[config.mk]
export PLATFORM = sky130hd
export DESIGN_NAME = giaima_rr_arbiter
export DESIGN_NICKNAME = d
export VERILOG_FILES = /design/src/rtl/giaima_rr_arbiter_pkg.sv /design/src/rtl/giaima_rr_arbiter_38_en.sv /design/src/rtl/giaima_rr_arbiter.sv
export SDC_FILE = /design/constraint.sdc
export NUM_CORES = 1
export LEC_CHECK = 0
export BUFFER_PORTS_ARGS = -buffer_cell sky130_fd_sc_hd__buf_2
export CAP_MARGIN = 25
export CORE_MARGIN = 8
export CORE_UTILIZATION = 34
export CTS_BUF_LIST = sky130_fd_sc_hd__clkbuf_4
export DETAILED_ROUTE_END_ITERATION = 12
export GPL_TIMING_DRIVEN = 0
export PLACE_DENSITY = 0.63
export SETUP_SLACK_MARGIN = 0.4
export SYNTH_ARGS = -nofsm -noshare
export SYNTH_HDL_FRONTEND = slang
export SYNTH_SLANG_ARGS = --single-unit
export TNS_END_PERCENT = 100
[constraint.sdc]
create_clock -name CLK -period 4.17 [get_ports CLK]
set_input_delay 0.417 -clock CLK [delete_from_list [all_inputs] [get_ports CLK]]
set_output_delay 0.417 -clock CLK [all_outputs]
set_load 0.05 [all_outputs]
[src/rtl/giaima_rr_arbiter_pkg.sv]
// Shared types and round-robin search for the giaima 8-way arbiter.
// Built with or without GIAIMA_RR_TIMEOUT_EN; nothing here depends on it.
package giaima_pkg;

    localparam int N_REQ = 8;

    typedef logic [2:0] idx_t;
    typedef logic [7:0] onehot_t;

    typedef enum logic [1:0] {
        IDLE,
        GRANT,
        RELEASE
    } state_t;

    // First set bit strictly after ptr, wrapping; ptr itself is checked last.
    function automatic idx_t next_idx(onehot_t req, idx_t ptr);
        idx_t c;
        logic found;
        next_idx = ptr;
        found = 1'b0;
        for (int k = 1; k <= N_REQ; k++) begin
            c = ptr + 3'(k);
            if (!found && req[c]) begin
                next_idx = c;
                found = 1'b1;
            end
        end
    endfunction

endpackage

[src/rtl/giaima_rr_arbiter_38_en.sv]
// 3-to-8 decoder with enable driving the shared select lines.
// Output is all-zero when EN is low, so it can never be multi-hot.
module giaima_38_en
    import giaima_pkg::*;
(
    input  idx_t    I,
    input  logic    EN,
    output onehot_t O
);

    always_comb begin
        O = '0;
        if (EN) O[I] = 1'b1;
    end

endmodule

[src/rtl/giaima_rr_arbiter.sv]
// Round-robin arbiter for 8 requesters with registered grant index.
// Define GIAIMA_RR_TIMEOUT_EN to enable the MAX_HOLD forced release.
module giaima_rr_arbiter
    import giaima_pkg::*;
#(
    parameter int MAX_HOLD = 16,
    parameter int N_REQ    = 8
) (
    input  logic    CLK,
    input  logic    RST_N,
    input  onehot_t REQ,
    input  logic    DONE,
    output onehot_t GNT,
    output idx_t    GNT_IDX,
    output logic    GNT_VLD,
    output logic    TIMEOUT
);

    if (N_REQ != giaima_pkg::N_REQ) begin : g_bad_nreq
        $error("N_REQ must be 8");
    end
    if (MAX_HOLD < 2 || MAX_HOLD > 255) begin : g_bad_hold
        $error("MAX_HOLD must be in 2..255");
    end

    state_t state, state_n;
    idx_t   gnt_idx, idx_n;
    idx_t   ptr, ptr_n;
    logic   gnt_vld, vld_n;
    logic   timeout, to_n;
    logic   hit;

`ifdef GIAIMA_RR_TIMEOUT_EN
    localparam int HOLD_W = $clog2(MAX_HOLD);
    localparam logic [HOLD_W-1:0] HOLD_LAST = HOLD_W'(MAX_HOLD - 1);

    logic [HOLD_W-1:0] hold_cnt;

    // Saturating so a long GRANT can never wrap back past HOLD_LAST.
    always_ff @(posedge CLK) begin
        if (!RST_N || state != GRANT) begin
            hold_cnt <= '0;
        end else if (hold_cnt != '1) begin
            hold_cnt <= hold_cnt + 1'b1;
        end
    end

    assign hit = (state == GRANT) && (hold_cnt == HOLD_LAST);
`else
    assign hit = 1'b0;
`endif

    always_comb begin
        state_n = state;
        idx_n   = gnt_idx;
        vld_n   = gnt_vld;
        ptr_n   = ptr;
        to_n    = 1'b0;
        unique case (state)
            IDLE: begin
                if (|REQ) begin
                    idx_n   = next_idx(REQ, ptr);
                    vld_n   = 1'b1;
                    state_n = GRANT;
                end
            end
            GRANT: begin
                if (DONE || !REQ[gnt_idx] || hit) begin
                    vld_n   = 1'b0;
                    state_n = RELEASE;
                    to_n    = hit && !DONE;
                end
            end
            RELEASE: begin
                ptr_n   = gnt_idx;
                state_n = IDLE;
            end
            default: begin
                vld_n   = 1'b0;
                state_n = IDLE;
            end
        endcase
    end

    always_ff @(posedge CLK) begin
        if (!RST_N) begin
            state   <= IDLE;
            gnt_idx <= 3'd7;
            ptr     <= 3'd7;
            gnt_vld <= 1'b0;
            timeout <= 1'b0;
        end else begin
            state   <= state_n;
            gnt_idx <= idx_n;
            ptr     <= ptr_n;
            gnt_vld <= vld_n;
            timeout <= to_n;
        end
    end

    giaima_38_en u_dec (
        .I  (gnt_idx),
        .EN (gnt_vld),
        .O  (GNT)
    );

    assign GNT_IDX = gnt_idx;
    assign GNT_VLD = gnt_vld;
    assign TIMEOUT = timeout;

endmodule

After elaboration in Yosys (flattened, before gate mapping)
Index checks and enable logic that the tools add are counted.
W data, S select, Z words.
{"block": "totals", "register_bits": 9, "input_bits": 11, "out_inout_bits": 13}
{"block": "classes", "add_sub_neg": 7, "magnitude_cmp": 10, "n_eq_ne": 4, "mux": 56, "n_bitwise": 1, "n_reduce_logical": 22}
{"op": "$lt A3 B4 Y1 const B", "n": 9}
{"op": "$mux W1", "n": 33}
{"op": "$bmux W1 S3", "n": 9}
{"op": "$mux W3", "n": 8}
{"op": "$add A3 B3 Y3 const B", "n": 4}
{"op": "$logic_and A1 B1 Y1", "n": 8}
{"op": "$logic_not A1 Y1", "n": 8}
{"op": "$mux W8", "n": 1}
{"op": "$reduce_or A8 Y1", "n": 1}
{"op": "$add A3 B2 Y3 const B", "n": 2}
{"op": "$mux W2", "n": 2}
{"op": "$ne A2 B2 Y1 const B", "n": 2}
{"op": "$pmux W2 S2", "n": 1}
{"op": "$reduce_and A2 Y1", "n": 2}
{"op": "$add A3 B1 Y3 const B", "n": 1}
{"op": "$demux W1 S3", "n": 1}
{"op": "$ge A3 B1 Y1 const B", "n": 1}
{"op": "$pmux W1 S3", "n": 1}
{"op": "$reduce_and A3 Y1", "n": 1}
{"op": "$eq A2 B1 Y1 const B", "n": 1}
{"op": "$eq A2 B2 Y1 const B", "n": 1}
{"op": "$logic_not A2 Y1", "n": 1}
{"op": "$logic_or A1 B1 Y1", "n": 1}
{"op": "$not A1 Y1", "n": 1}

Depth between registers and ports, before layout
{"block": "logic_depth", "depth_word": 39, "ltp_mapped": 12}

Cells and area by module
From an unflattened synthesis, not the netlist that was laid out.
{"block": "hier_totals", "hier_cells": 142, "hier_area_um2": 1376.3}
{"mod": "giaima_rr_arbiter", "instances": 1, "cells_each": 134, "area_per_inst_um2": 1280.0, "seq_area_each_um2": 180.2}
{"mod": "giaima_38_en", "instances": 1, "cells_each": 8, "area_per_inst_um2": 96.3, "seq_area_each_um2": 0.0}

Worst setup path after synthesis
No wires, ideal clock.
{"block": "synth_path", "path_kind": "reg2reg", "start": "register ptr[1]", "end": "register gnt_idx[0], in the netlist GNT_IDX[0]", "arrival_time_ps": 2850, "slack_ps": 1184, "path_stages_with_launch": 13, "path_buffers": 3, "cell_sequence": "dfxtp_1 > buf_2 > buf_1 > inv_1 > ha_1 > buf_6 > mux2i_1 > mux2_4 > a221o_1 > nor4b_4 > a221oi_2 > xnor2_1 > o211ai_2"}
{"block": "synth_between", "elab_chain_cells": 39, "word_cells_on_any_way": 66}
{"element": "from (decl)", "line": "giaima_rr_arbiter.sv:28", "source": "idx_t ptr, ptr_n;"}
{"element": "from (signal assigned)", "line": "giaima_rr_arbiter.sv:95", "source": "ptr <= ptr_n;"}
{"element": "$add A3 B1 Y3", "line": "giaima_rr_arbiter_pkg.sv:23", "source": "c = ptr + 3'(k);"}
{"element": "$bmux W1 S3", "line": "giaima_rr_arbiter_pkg.sv:24", "source": "if (!found && req[c]) begin"}
{"element": "$mux W1 (implied by the code)", "line": "giaima_rr_arbiter_pkg.sv:24"}
{"element": "$mux W1", "line": "giaima_rr_arbiter_pkg.sv:24"}
{"element": "$mux W1", "line": "giaima_rr_arbiter.sv:61", "source": "if (|REQ) begin"}
{"element": "$mux W1", "line": "giaima_rr_arbiter.sv:59", "source": "unique case (state)"}
{"element": "$logic_not A1 Y1", "line": "giaima_rr_arbiter_pkg.sv:24"}
{"element": "$logic_and A1 B1 Y1", "line": "giaima_rr_arbiter_pkg.sv:24"}
{"element": "(+23 left out)"}
{"element": "$logic_not A1 Y1", "line": "giaima_rr_arbiter_pkg.sv:24"}
{"element": "$logic_and A1 B1 Y1", "line": "giaima_rr_arbiter_pkg.sv:24"}
{"element": "$mux W1", "line": "giaima_rr_arbiter_pkg.sv:24"}
{"element": "$mux W1", "line": "giaima_rr_arbiter.sv:61"}
{"element": "$mux W1", "line": "giaima_rr_arbiter.sv:59"}
{"element": "$logic_not A1 Y1", "line": "giaima_rr_arbiter_pkg.sv:24"}
{"element": "$logic_and A1 B1 Y1", "line": "giaima_rr_arbiter_pkg.sv:24"}
{"element": "$mux W3 *", "line": "giaima_rr_arbiter_pkg.sv:24"}
{"element": "to (signal assigned)", "line": "giaima_rr_arbiter.sv:94", "source": "gnt_idx <= idx_n;"}
{"element": "to (decl)", "line": "giaima_rr_arbiter.sv:27", "source": "idx_t gnt_idx, idx_n;"}
Every way passes the cells marked *; elsewhere a longest branch is shown, timed or not. The select of a mux whose other input is x is not followed.
A chain may end at the register's enable or synchronous reset.

Worst setup path in the final report
Ends and elaborated chain as after synthesis.

==> results.tsv <==
metric	value	unit
CP Buf/Inv Count	4	
Max Clk Rate	285	MHz
YS warnings	0	
DP HPWL	2.89	mm
drt wl/cell	16.0	um
Pwr per Cell Area	348	nW/um^2
fin crit period	3.50	ns
Leak	0.649	nW
final wirelength	3.69	mm
Slew @ Worst Pin	0.810	ns
Reg2Reg Launch Point	ptr[1]$_SDFFE_PN1P_	
routed vias/inst	5.84	
critical-path cell list	buf_2, buf_1, inv_1, ha_1, buf_6, mux2i_1, mux2_4, a221o_1, nor4b_4, a221oi_2, xnor2_1, o211ai_2	
GRT Overall Usage	0.112	
global-route wire length before repair	5.98	mm
DRC marker count from the first detailed-route iteration	98	
FF+latch count, synth	9	
Req. time, crit path	4.29	ns
H-tree lvl count	1	
reg2reg setup slack	0.67	ns
root buf cell	clkbuf_4	
Final Setup Violations	0	
PnR worst setup slack	0.667	ns
Setup TNS Final	0	ns
Core Rows	23	
fin crit share	0.840	
CTS sink cnt	9	
DRC viols	0	
I/O Buffers	21	
CTS Buffer Depth	2	
vias	1348	
cts hold-fix bufs	0	
Final Skew	0.00634	ns
Hold Crit Class	primary input to flip-flop	
syn_nets	169	
Cell variety after synth	59	
Final GP Congestion	0.823	
EDFF count, synth	0	
Clk pin slew, worst setup/hold paths	0.06	ns
Congestion Overflow GR	0	
Final Hold Viols	0	
ANT nets after route	0	
Reg2Reg Depth	12	
Worst setup EP type	flip-flop	
Setup CP Type	flip-flop to flip-flop	
Syn Inst Count	156	
Post-synth top flop	dfxtp_1	
First-pass DRT Iterations	4	
Place WS	0.715	ns
max-cap violations	0	
Slew Limit Fails	0	
Inserted Diodes	0	
CP delay by family, top	buffers and inverters	
CP Capture Point	GNT_IDX[0]$_SDFFE_PN1P_	
Area growth, synth to finish	13.7	%
Die W	81.2	um
# Post-CTS Setup Buffers	0	
initial antenna violation count	0	
Peak VDD IR	0.111	mV
RSZ-0062 raised after global routing	false	
Crit. path cell count	12	
Slowest cell on crit path	buf_1	
post-synthesis sequential area ratio	0.125	
CTS-repair resized insts	0	
CP max FO	10	
clock latency on the worst-skew pair	0.26	ns
Mean Syn Cell Area	9.27	um^2
post-synthesis async set-or-reset flop share	0	
WHS	0.515	ns
Initial Util	0.356	
largest net degree at the start of global routing	11	
top-level I/O count	24	
Post-Syn Area	1450	um^2
run status	finished, final reports clean	
DIE HEIGHT	81.2	um
worst r2r dst	GNT_IDX[0]$_SDFFE_PN1P_	
vias in the first global route	1255	
layout cells sized above 1	0.337	
slew margin rel.	0.456	
CP arrival	3.63	ns
Core Box Area	4060	um^2
DIE AREA	6600	um^2
CTS tree	yes	
CTS buffer count	3	
Worst Setup SP	ptr[1]$_SDFFE_PN1P_	
Largest stage delay, worst path	0.46	ns
# nets final	195	
CP startpoint kind	flip-flop	
[layout make-up]
| type | count | area (um^2) |
|---|---|---|
| Buffer | 11 | 65.1 |
| Clock buffer | 4 | 30.0 |
| Fill cell | 407 | 2410 |
| Inverter | 4 | 15.0 |
| Multi-Input combinational cell | 132 | 1190 |
| Sequential cell | 9 | 180 |
| Tap cell | 50 | 62.6 |
| Timing Repair Buffer | 21 | 105 |
[metrics by stage]
| step | utilization | power (mW) | cells | area, um^2 |
|---|---|---|---|---|
| floorplan | - | 0.424 | 156 | 1450 |
| global placement | 0.398 | 0.500 | 227 | 1610 |
| detailed placement | 0.398 | 0.501 | 227 | 1610 |
| CTS | 0.405 | 0.575 | 231 | 1640 |
| global route | 0.405 | 0.612 | 231 | 1640 |
| finish | 0.405 | 0.572 | 231 | 1640 |
[metal layers]
metal  routed length, um  track usage
met1                1850        0.157
met2                1700        0.180
met3                 112      0.00993
met4                  25       0.0268
met5                   0            0
[cells by family after synthesis]
family | share of synthesized area
AO/OA/AOI/OAI | 0.200
XOR/XNOR | 0.0433
adder cells (fa/ha/maj) | 0.0173
buffers and inverters | 0.0554
flip-flops | 0.125
multiplexers | 0.356
other | 0.00259
AND/OR/NAND/NOR | 0.201
[registers in the layout, summed over array words and instances (netlist names)]
signal,cells
GNT_VLD,1
state,2
ptr,3
GNT_IDX,3
[power breakdown]
group	internal, mW	switching (mW)
clock	0.0433	0.0291
combinational	0.155	0.231
sequential	0.100	0.0138
[how the worst min path moves through the flow]
stage	startpoint	end	cells after the start
6_report	RST_N	ptr[2]$_SDFFE_PN1P_	2
5_1_grt	RST_N	ptr[2]$_SDFFE_PN1P_	2
4_1_cts	RST_N	ptr[2]$_SDFFE_PN1P_	2
3_5_place_dp	GNT_VLD$_SDFFE_PN0P_	GNT_VLD$_SDFFE_PN0P_	1
3_3_place_gp	GNT_VLD$_SDFFE_PN0P_	GNT_VLD$_SDFFE_PN0P_	1
2_1_floorplan	state[0]$_SDFFE_PN0P_	state[1]$_SDFFE_PN0P_	1
[cells in the mapped netlist, types with 4 or more instances]
cell      instances  area share
nor2_1           14       0.036
dfxtp_1           9        0.12
buf_2             4       0.014
o211ai_1          5       0.026
o21ai_0           6       0.021
nor3_1            5       0.017
mux2i_1          11       0.076
mux2_2            8       0.062
nand2_1          18       0.047
mux4_2           10        0.16
[cells in the final DEF (no fill, tap or decap), types with 3 or more instances in the layout]
| master | count |
|---|---|
| o21ai_0 | 6 |
| o211ai_1 | 5 |
| buf_2 | 25 |
| nand2b_1 | 3 |
| mux2i_1 | 11 |
| xnor2_1 | 3 |
| dfxtp_1 | 9 |
| mux4_2 | 10 |
| mux2_2 | 8 |
| nor2_1 | 14 |
| a21oi_1 | 3 |
| nor3_1 | 5 |
| clkbuf_4 | 4 |
| nand2_1 | 18 |
| inv_1 | 3 |
[worst register-to-register path: cells and delay by family, from the launching register on]
kind | cells | cell delay, ns
compound gates | 3 | 0.85
flops | 1 | 0.33
mux | 2 | 0.44
simple gates | 1 | 0.19
fa+ha+maj | 1 | 0.36
xor+xnor | 1 | 0.17
buf+inv | 4 | 1.02
(Power assumes the default switching activity.)
